`src/rtl/mem_stage_lsu_if.sv`:
```
`default_nettype none
// ============================================================================
// Module   : mem_stage_lsu_if
// Brief    : Word-wide req/ack data bus between the MEM-stage LSU and memory.
// Revision : 1.0
// ============================================================================
interface mem_stage_lsu_if;
    logic        busReq;
    logic        busWe;
    logic [31:0] busAddr;
    logic [3:0]  busBe;
    logic [31:0] busWdata;
    logic        busAck;
    logic [31:0] busRdata;

    modport master (
        output busReq, busWe, busAddr, busBe, busWdata,
        input  busAck, busRdata
    );

    modport slave (
        input  busReq, busWe, busAddr, busBe, busWdata,
        output busAck, busRdata
    );
endinterface
`default_nettype wire

```
`src/rtl/mem_stage_lsu.sv`:
```
`default_nettype none
// ============================================================================
// Module   : mem_stage_lsu
// Brief    : MEM-stage load/store responder; stalls the pipeline across a
//            variable-latency req/ack bus access and formats load data.
// Revision : 1.0
// ============================================================================
module mem_stage_lsu #(
    parameter int ACK_TIMEOUT = 255,
    parameter int TO_W        = 16
) (
    input  wire logic        clk,
    input  wire logic        rst,
    input  wire logic        memWrtm,
    input  wire logic        readm,
    input  wire logic [2:0]  funct3m,
    input  wire logic [31:0] aluRsltm,
    input  wire logic [31:0] wrtDm,
    output logic             stall,
    output logic [31:0]      loadData,
    output logic             ldValid,
    output logic             fault,
    mem_stage_lsu_if.master  bus
);

    localparam logic [TO_W-1:0] c_TO_LAST = TO_W'(ACK_TIMEOUT - 1);

    typedef enum logic [1:0] {
        S_IDLE = 2'd0,
        S_BUSY = 2'd1,
        S_DONE = 2'd2
    } state_t;

    state_t          r_state;
    state_t          w_next;

    logic            r_bus_req;
    logic            r_bus_we;
    logic [31:0]     r_bus_addr;
    logic [3:0]      r_bus_be;
    logic [31:0]     r_bus_wdata;
    logic [1:0]      r_size;
    logic            r_uns;
    logic [1:0]      r_off;
    logic [TO_W-1:0] r_to_cnt;
    logic [31:0]     r_load_data;
    logic            r_ld_valid;
    logic            r_fault;

    logic            w_req;
    logic            w_f3_ok;
    logic            w_misal;
    logic            w_accept;
    logic            w_reject;
    logic            w_to_hit;
    logic [3:0]      w_be;
    logic [31:0]     w_wdata;
    logic [31:0]     w_shift;
    logic [31:0]     w_fmt;

    // Request decode: a simultaneous write and read strobe is treated as a store.
    always_comb begin
        w_req   = memWrtm | readm;
        w_f3_ok = memWrtm ? (funct3m inside {3'b000, 3'b001, 3'b010})
                          : (funct3m inside {3'b000, 3'b001, 3'b010, 3'b100, 3'b101});
        w_misal = ((funct3m[1:0] == 2'b01) && aluRsltm[0]) ||
                  ((funct3m[1:0] == 2'b10) && (aluRsltm[1:0] != 2'b00));
        w_accept = w_req && w_f3_ok && !w_misal;
        w_reject = w_req && !(w_f3_ok && !w_misal);
        w_to_hit = (r_to_cnt == c_TO_LAST);
    end

    always_comb begin
        w_be    = 4'b1111;
        w_wdata = wrtDm;
        if (memWrtm) begin
            case (funct3m[1:0])
                2'b00: begin
                    w_be    = 4'b0001 << aluRsltm[1:0];
                    w_wdata = {4{wrtDm[7:0]}};
                end
                2'b01: begin
                    w_be    = 4'b0011 << {aluRsltm[1], 1'b0};
                    w_wdata = {2{wrtDm[15:0]}};
                end
                default: begin
                    w_be    = 4'b1111;
                    w_wdata = wrtDm;
                end
            endcase
        end
    end

    // Load lane select uses the offset latched at issue, not the live address.
    always_comb begin
        w_shift = bus.busRdata >> {r_off, 3'b000};
        case (r_size)
            2'b00:   w_fmt = r_uns ? {24'd0, w_shift[7:0]}
                                   : {{24{w_shift[7]}}, w_shift[7:0]};
            2'b01:   w_fmt = r_uns ? {16'd0, w_shift[15:0]}
                                   : {{16{w_shift[15]}}, w_shift[15:0]};
            default: w_fmt = bus.busRdata;
        endcase
    end

    always_ff @(posedge clk) begin
        if (rst) begin
            r_state <= S_IDLE;
        end else begin
            r_state <= w_next;
        end
    end

    always_comb begin
        w_next = r_state;
        stall  = 1'b0;
        case (r_state)
            S_IDLE: begin
                stall = w_accept;
                if (w_accept) begin
                    w_next = S_BUSY;
                end
            end
            S_BUSY: begin
                stall = 1'b1;
                if (bus.busAck || w_to_hit) begin
                    w_next = S_DONE;
                end
            end
            S_DONE: begin
                w_next = S_IDLE;
            end
            default: begin
                w_next = S_IDLE;
            end
        endcase
        if (rst) begin
            stall = 1'b0;
        end
    end

    always_ff @(posedge clk) begin
        if (rst) begin
            r_bus_req   <= 1'b0;
            r_bus_we    <= 1'b0;
            r_bus_addr  <= 32'd0;
            r_bus_be    <= 4'd0;
            r_bus_wdata <= 32'd0;
            r_size      <= 2'd0;
            r_uns       <= 1'b0;
            r_off       <= 2'd0;
            r_to_cnt    <= '0;
            r_load_data <= 32'd0;
            r_ld_valid  <= 1'b0;
            r_fault     <= 1'b0;
        end else begin
            r_ld_valid <= 1'b0;
            r_fault    <= 1'b0;
            case (r_state)
                S_IDLE: begin
                    if (w_accept) begin
                        r_bus_req   <= 1'b1;
                        r_bus_we    <= memWrtm;
                        r_bus_addr  <= {aluRsltm[31:2], 2'b00};
                        r_bus_be    <= w_be;
                        r_bus_wdata <= w_wdata;
                        r_size      <= funct3m[1:0];
                        r_uns       <= funct3m[2];
                        r_off       <= aluRsltm[1:0];
                        r_to_cnt    <= '0;
                    end else if (w_reject) begin
                        r_fault <= 1'b1;
                    end
                end
                S_BUSY: begin
                    // An ack coinciding with counter expiry completes the access.
                    if (bus.busAck) begin
                        r_bus_req <= 1'b0;
                        if (!r_bus_we) begin
                            r_load_data <= w_fmt;
                            r_ld_valid  <= 1'b1;
                        end
                    end else if (w_to_hit) begin
                        r_bus_req   <= 1'b0;
                        r_load_data <= 32'd0;
                        r_fault     <= 1'b1;
                    end else begin
                        r_to_cnt <= r_to_cnt + TO_W'(1);
                    end
                end
                default: begin
                end
            endcase
        end
    end

    assign bus.busReq   = r_bus_req;
    assign bus.busWe    = r_bus_we;
    assign bus.busAddr  = r_bus_addr;
    assign bus.busBe    = r_bus_be;
    assign bus.busWdata = r_bus_wdata;
    assign loadData     = r_load_data;
    assign ldValid      = r_ld_valid;
    assign fault        = r_fault;

endmodule
`default_nettype wire

```
`src/flat_wrapper.sv`:
```
// flat-port wrapper written by rule: the top's interface ports become plain ports
module mem_stage_lsu_flat 
#(
    parameter int ACK_TIMEOUT = 255,
    parameter int TO_W        = 16
)
  (clk, rst, memWrtm, readm, funct3m, aluRsltm, wrtDm, stall, loadData, ldValid, fault, bus_busReq, bus_busWe, bus_busAddr, bus_busBe, bus_busWdata, bus_busAck, bus_busRdata);
  mem_stage_lsu_if bus_i ();
  input  wire logic clk;
  input  wire logic rst;
  input  wire logic memWrtm;
  input  wire logic readm;
  input  wire logic [2:0] funct3m;
  input  wire logic [31:0] aluRsltm;
  input  wire logic [31:0] wrtDm;
  output logic stall;
  output logic [31:0] loadData;
  output logic ldValid;
  output logic fault;
  output wire logic [$bits(bus_i.busReq)-1:0] bus_busReq;
  output wire logic [$bits(bus_i.busWe)-1:0] bus_busWe;
  output wire logic [$bits(bus_i.busAddr)-1:0] bus_busAddr;
  output wire logic [$bits(bus_i.busBe)-1:0] bus_busBe;
  output wire logic [$bits(bus_i.busWdata)-1:0] bus_busWdata;
  input wire logic [$bits(bus_i.busAck)-1:0] bus_busAck;
  input wire logic [$bits(bus_i.busRdata)-1:0] bus_busRdata;
  assign bus_busReq = bus_i.busReq;
  assign bus_busWe = bus_i.busWe;
  assign bus_busAddr = bus_i.busAddr;
  assign bus_busBe = bus_i.busBe;
  assign bus_busWdata = bus_i.busWdata;
  assign bus_i.busAck = bus_busAck;
  assign bus_i.busRdata = bus_busRdata;
  mem_stage_lsu #(.ACK_TIMEOUT(ACK_TIMEOUT), .TO_W(TO_W)) u_core (.clk(clk), .rst(rst), .memWrtm(memWrtm), .readm(readm), .funct3m(funct3m), .aluRsltm(aluRsltm), .wrtDm(wrtDm), .stall(stall), .loadData(loadData), .ldValid(ldValid), .fault(fault), .bus(bus_i));
endmodule
```
`config.mk`:
```
export PLATFORM = sky130hd
export DESIGN_NAME = mem_stage_lsu_flat
export DESIGN_NICKNAME = d
export VERILOG_FILES = /design/src/rtl/mem_stage_lsu_if.sv /design/src/rtl/mem_stage_lsu.sv /design/src/flat_wrapper.sv
export SDC_FILE = /design/constraint.sdc
export NUM_CORES = 1
export LEC_CHECK = 0
export ABC_AREA = 1
export CORE_ASPECT_RATIO = 0.8
export CORE_MARGIN = 4
export CORE_UTILIZATION = 30
export CTS_BUF_LIST = sky130_fd_sc_hd__clkbuf_4
export DETAILED_ROUTE_END_ITERATION = 8
export SYNTH_ARGS = -nofsm -noshare
export SYNTH_HDL_FRONTEND = slang
export SYNTH_SLANG_ARGS = --single-unit
```
`constraint.sdc`:
```
create_clock -name clk -period 1.9 [get_ports clk]
set_input_delay 0.285 -clock clk [delete_from_list [all_inputs] [get_ports clk]]
set_output_delay 0.285 -clock clk [all_outputs]
set_load 0.02 [all_outputs]
```
## Word-level counts from Yosys, hierarchy flattened

Index checks and enable logic that the tools add are counted.

| word-level totals | value |
|---|---|
| bits in registers | 125 |
| input port bits | 104 |

| operators by class | value |
|---|---|
| bitwise gates (word level) | 3 |
| reductions and logical operators | 25 |
| add/subtract/negate cells | 1 |
| eq/ne operators | 15 |
| shift-type cells | 3 |
| muxes and demuxes | 30 |

Operators by type and width:

| cell | number |
|---|---|
| $mux 32 | 6 |
| $pmux 32 s2 | 2 |
| $mux 16 | 3 |
| $pmux 16 s2 | 1 |
| $shr 32x5->16 | 1 |
| $add 16x1->16 const B | 1 |
| $eq 16x8->1 const B | 1 |
| $mux 1 | 10 |
| $pmux 4 s2 | 1 |
| $eq 2x1->1 const B | 3 |
| $eq 3x3->1 const B | 2 |
| $logic_and 1x1->1 | 6 |
| $logic_not 2->1 | 3 |
| $ne 2x2->1 const B | 3 |
| $pmux 1 s2 | 3 |
| $reduce_and 3->1 | 2 |
| $reduce_bool 2->1 | 3 |
| $reduce_bool 5->1 | 1 |
| $mux 2 | 2 |
| $mux 4 | 1 |
| $ne 2x1->1 const B | 2 |
| $pmux 2 s2 | 1 |
| $reduce_and 2->1 | 2 |
| $reduce_and 4->1 | 1 |
| 13 further kinds | 16 |

## Longest topological paths before layout

| depth | value |
|---|---|
| word-level depth | 10 |
| depth in mapped cells | 11 |
| mapped depth without buffers | 10 |

## Worst setup path after synthesis

OpenSTA, ideal clock, no wires.

| timing path | value |
|---|---|
| path type | register -> output |
| start point | register u_core.r_state[1] |
| end point | output stall |
| setup slack | 58 ps |
| path buffers | 2 |
| required time | 1,615 ps |
| arrival time | 1,557 ps |
| stages on the path, launching flop included | 6 |
| path through | dfxtp_1 > nor3_2 > nand3_2 > buf_2 > buf_2 > a21oi_1 |

| on the way | value |
|---|---|
| cells in the longest elaborated chain, start to end | 3 |
| elaborated cells between the ends (all ways) | 4 |
| those cells by class | eq/ne (1); mux (2); reduce/logical (1) |

Ends and longest elaborated chain:

| element | RTL line | RTL |
|---|---|---|
| start, declared | mem_stage_lsu.sv:34 | `state_t r_state;` |
| start signal, assigned | mem_stage_lsu.sv:110 | `r_state <= w_next;` |
| $eq 2x1->1 / $logic_not 2->1 (equally long branches) | mem_stage_lsu.sv:117 | `case (r_state)` |
| $pmux 1 s2 (*) | mem_stage_lsu.sv:117 |  |
| $mux 1 (*) | mem_stage_lsu.sv:137 | `if (rst) begin` |
| end, declared | flat_wrapper.sv:16 | `output logic stall;` |

Every way passes the cells marked *; elsewhere a longest branch is shown, timed or not.

## Worst setup path in the final report

| timing path | value |
|---|---|
| start point | input funct3m[0] |
| end point | output stall |

| on the way | value |
|---|---|
| cells in the longest elaborated chain, start to end | 7 |
| elaborated cells between the ends (all ways) | 18 |
| those cells by class | eq/ne (6); mux (3); reduce/logical (9) |

Ends and longest elaborated chain:

| element | RTL line | RTL |
|---|---|---|
| start, declared | flat_wrapper.sv:13 | `input wire logic [2:0] funct3m;` |
| $eq 3x1->1, or another cell as far along | mem_stage_lsu.sv:64, mem_stage_lsu.sv:65 |  |
| $reduce_bool 5->1, or another cell as far along | mem_stage_lsu.sv:65 | `: (funct3m inside {3'b000, 3'b001, 3'b010, 3'b100, 3'b101});` |
| $mux 1 / $logic_or 1x1->1 (equally long branches) | mem_stage_lsu.sv:64, mem_stage_lsu.sv:66 |  |
| $logic_and 1x1->1 / $logic_not 1->1 (equally long branches) | mem_stage_lsu.sv:68 | `w_accept = w_req && w_f3_ok && !w_misal;` |
| $logic_and 1x1->1 (*) | mem_stage_lsu.sv:68 |  |
| $pmux 1 s2 (*) | mem_stage_lsu.sv:117 |  |
| $mux 1 (*) | mem_stage_lsu.sv:137 |  |

Marked as above.

==> results.toml <==
[status]
status = "complete, no violations"

[clock_tree]
htree_levels = 4
tritoncts = "yes"
clock_latency_ns = 0.53
cts_root_buf = "clkbuf_4"
clk_pin_slew_ns = 0.14
ctsHoldBuffers = 0
numCtsBuffers = 17
clk_path_buf_depth = 2
clock_sinks = 125

[place]
io_buffer_count = 206
hpwl_um = 15100
postPlaceCellArea_um2 = 8503
routabilityCongestion = 0.8990
placed_cells = 1351

[final_layout]
design_area_um2 = 8890
finalNonFillerCells = 1384
drive_gt1_share_pct = 8.178
finalNetCount = 1218
area_growth_pct = 49.96

[worst_setup_path]
worst_setup_path_start_kind = "input port"
endpoint_kind = "primary output"
worstPathArrival_ns = 1.57
path_class = "input port to primary output"
worst-path-max-fanout = 3
cp.required_ns = 1.62

[detailed_routing]
wl_per_cell_um = 15.18
vias = 6547
drt_iter0_drc = 492
ant_nets = 0
wl_met3_um = 2287
dr.pass1.iters = 5
dr_wl_met2_um = 8929
routed_wl_um = 21010
wl_met1_um = 9588
vias_per_cell = 4.730
route.top_layer_used = "met4"
drc = 0

[yosys]
synthTopCellsByCount = "nand2_1, a21oi_1, dfxtp_1"
synth_area_leaders = "dfxtp_1, nand2_1, a21oi_1, nand3_1, nor2_1"
syn_area_um2 = 5928
synth_ff_type = "dfxtp_1"
synth-async-reset-ratio_pct = 0
synth_warnings = 0
ys_ff_latch = 125
seq_area_frac_synth_pct = 42.21
synth_most_common_cell = "nand2_1"
yosysTopAreaCellShare_pct = 42.21
netlist-cell-type-count = 26
post-synth-top-area-cell = "dfxtp_1"
synth-edff-count = 0
syn-instance-count = 894
syn_avg_cell_area_um2 = 6.631

[global_route]
grt_usage_pct = 18.44
grt_max_degree = 101
grt.overflow.total = 0
grt_pass1_wl_um = 32440
antenna_found_initial = 1
grt_pass1_vias = 6030

[floorplan]
io_pins = 209
start_util_pct = 30.88
die_w_um = 165.2
core_um2 = 19200
die_area_um2 = 22090
num_rows = 45
die_h_um = 133.7

[timing]
finalMaxSlewViolations = 0
min_period_ns = 1.856
setup_violations = 0
grt_setup_unrepaired = "yes"
fmax_mhz = 538.8
worstMarginPinSlew_ns = 0.6854
final.period_utilization_pct = 97.68
hold_violations = 0
slew_headroom_pct = 54.31
final.setup.tns_ns = 0
finClkSkew_ns = 0.02474

[power_and_ir_drop]
leakagePower_nw = 3.927
peakVddDrop_mv = 0.3125
p_total_mw = 6.347
power_per_cell_area_nw_per_um2 = 714.0

[flow_run]
max-cap-violations = 0

[min_path]
hold_path_class = "input port to flip-flop"
==> cell usage in the layout (no fill, tap or decap), types with 2 or more instances in the layout <==
cell | Yosys | layout
inv_6 | 0 | 2
ha_1 | 2 | 2
nor2_2 | 2 | 2
dfxtp_2 | 0 | 3
o22ai_1 | 12 | 12
o21a_1 | 8 | 8
dfxtp_1 | 125 | 122
o21ai_1 | 3 | 3
nor3_1 | 3 | 3
inv_1 | 74 | 74
buf_12 | 0 | 5
bufinv_16 | 0 | 3
dlymetal6s2s_1 | 0 | 26
o211ai_1 | 2 | 2
a21oi_1 | 129 | 128
o31ai_1 | 6 | 6
conb_1 | 1 | 2
nor2_1 | 79 | 79
nand2_1 | 231 | 231
clkbuf_4 | 0 | 18
clkinv_2 | 0 | 3
nand3_1 | 95 | 95
o21ai_0 | 58 | 58
nand4_1 | 3 | 3
clkinv_4 | 0 | 4
clkdlybuf4s50_1 | 0 | 177
buf_4 | 4 | 44
==> timing repair <==
item	in CTS	in global routing
pin swaps	1	0
setup endpoints to repair	2	44
buffers inserted	0	0
resized for setup	8	30
hold endpoints to repair	0	0
==> path summary, 6_finish.rpt <==
path	startpoint	end	slack (ns)	cells past startpoint
setup reg to reg	u_core.r_to_cnt[0]$_SDFFE_PP0P_	u_core.loadData[18]$_SDFFE_PP0P_	0.25	10
hold reg to reg	u_core.bus.busReq$_SDFFE_PP0P_	u_core.bus.busReq$_SDFFE_PP0P_	0.47	2
setup / recovery	funct3m[0]	stall	0.04	7
hold / removal	rst	u_core.r_to_cnt[1]$_SDFFE_PP0P_	0.28	3
==> kinds of logic (layout without fill, tap and decap cells) <==
group                    after synthesis  after routing  share of synthesized area, %
AND/OR/NAND/NOR                      417            417                         29.04
adder cells (fa/ha/maj)                2              2                        0.4221
buffers and inverters                131            361                         8.928
AO/OA/AOI/OAI                        218            218                         19.33
other                                  1              3                       0.06326
flip-flops                           125            125                         42.21
==> stage by stage <==
stage | util (%) | hold WS, ns | worst slack, ns
floorplan | - | 0.4444 | 0.05843
global route | 46.30 | 0.2393 | -0.03901
CTS | 45.88 | 0.2398 | 0.004483
finish | 46.30 | 0.2830 | 0.04400
global placement | 44.29 | 0.4510 | -0.4619
detailed placement | 44.29 | 0.4544 | -0.4594
==> metal layers <==
metal,global-route usage (%),up-vias
met2,26.90,243
met1,25.19,2924
met3,7.578,14
met5,0,-
met4,4.711,0
li1,-,3366
==> final cells by class <==
type / instances / area [um2]
multi-input combinational: 639 / 2925
antenna: 1 / 2.502
clock buffer: 18 / 135.1
sequential: 125 / 2506
tap: 258 / 322.8
inverter: 75 / 281.5
timing repair buffer: 254 / 2547
clock inverter: 14 / 168.9
fill: 1945 / 10310
==> state kept, by name, summed over array words and instances (netlist names) <==
register,count
u_core.r_off,2
u_core.r_to_cnt,16
u_core.r_state,2
u_core.ldValid,1
u_core.bus.busAddr,30
u_core.r_size,2
u_core.bus.busWdata,32
u_core.bus.busBe,4
u_core.loadData,32
u_core.fault,1
u_core.bus.busReq,1
u_core.bus.busWe,1
u_core.r_uns,1
==> power by group <==
| part | switching [mW] | internal [mW] | total (mW) | leakage, nW |
|---|---|---|---|---|
| sequential | 0.0714 | 2.74 | 2.82 | 1.02 |
| clock | 1.10 | 0.932 | 2.04 | 0.164 |
| combinational | 0.834 | 0.663 | 1.50 | 2.75 |
| total | 2.01 | 4.34 | 6.35 | 3.93 |
==> critical path, cell delays in order <==
cell,delay [ns]
clkdlybuf4s50_1,0.42
inv_1,0.10
nand2_1,0.09
o21ai_1,0.25
nand3_4,0.13
a21oi_4,0.16
buf_6,0.14
Power figures use the tool's default switching activity.
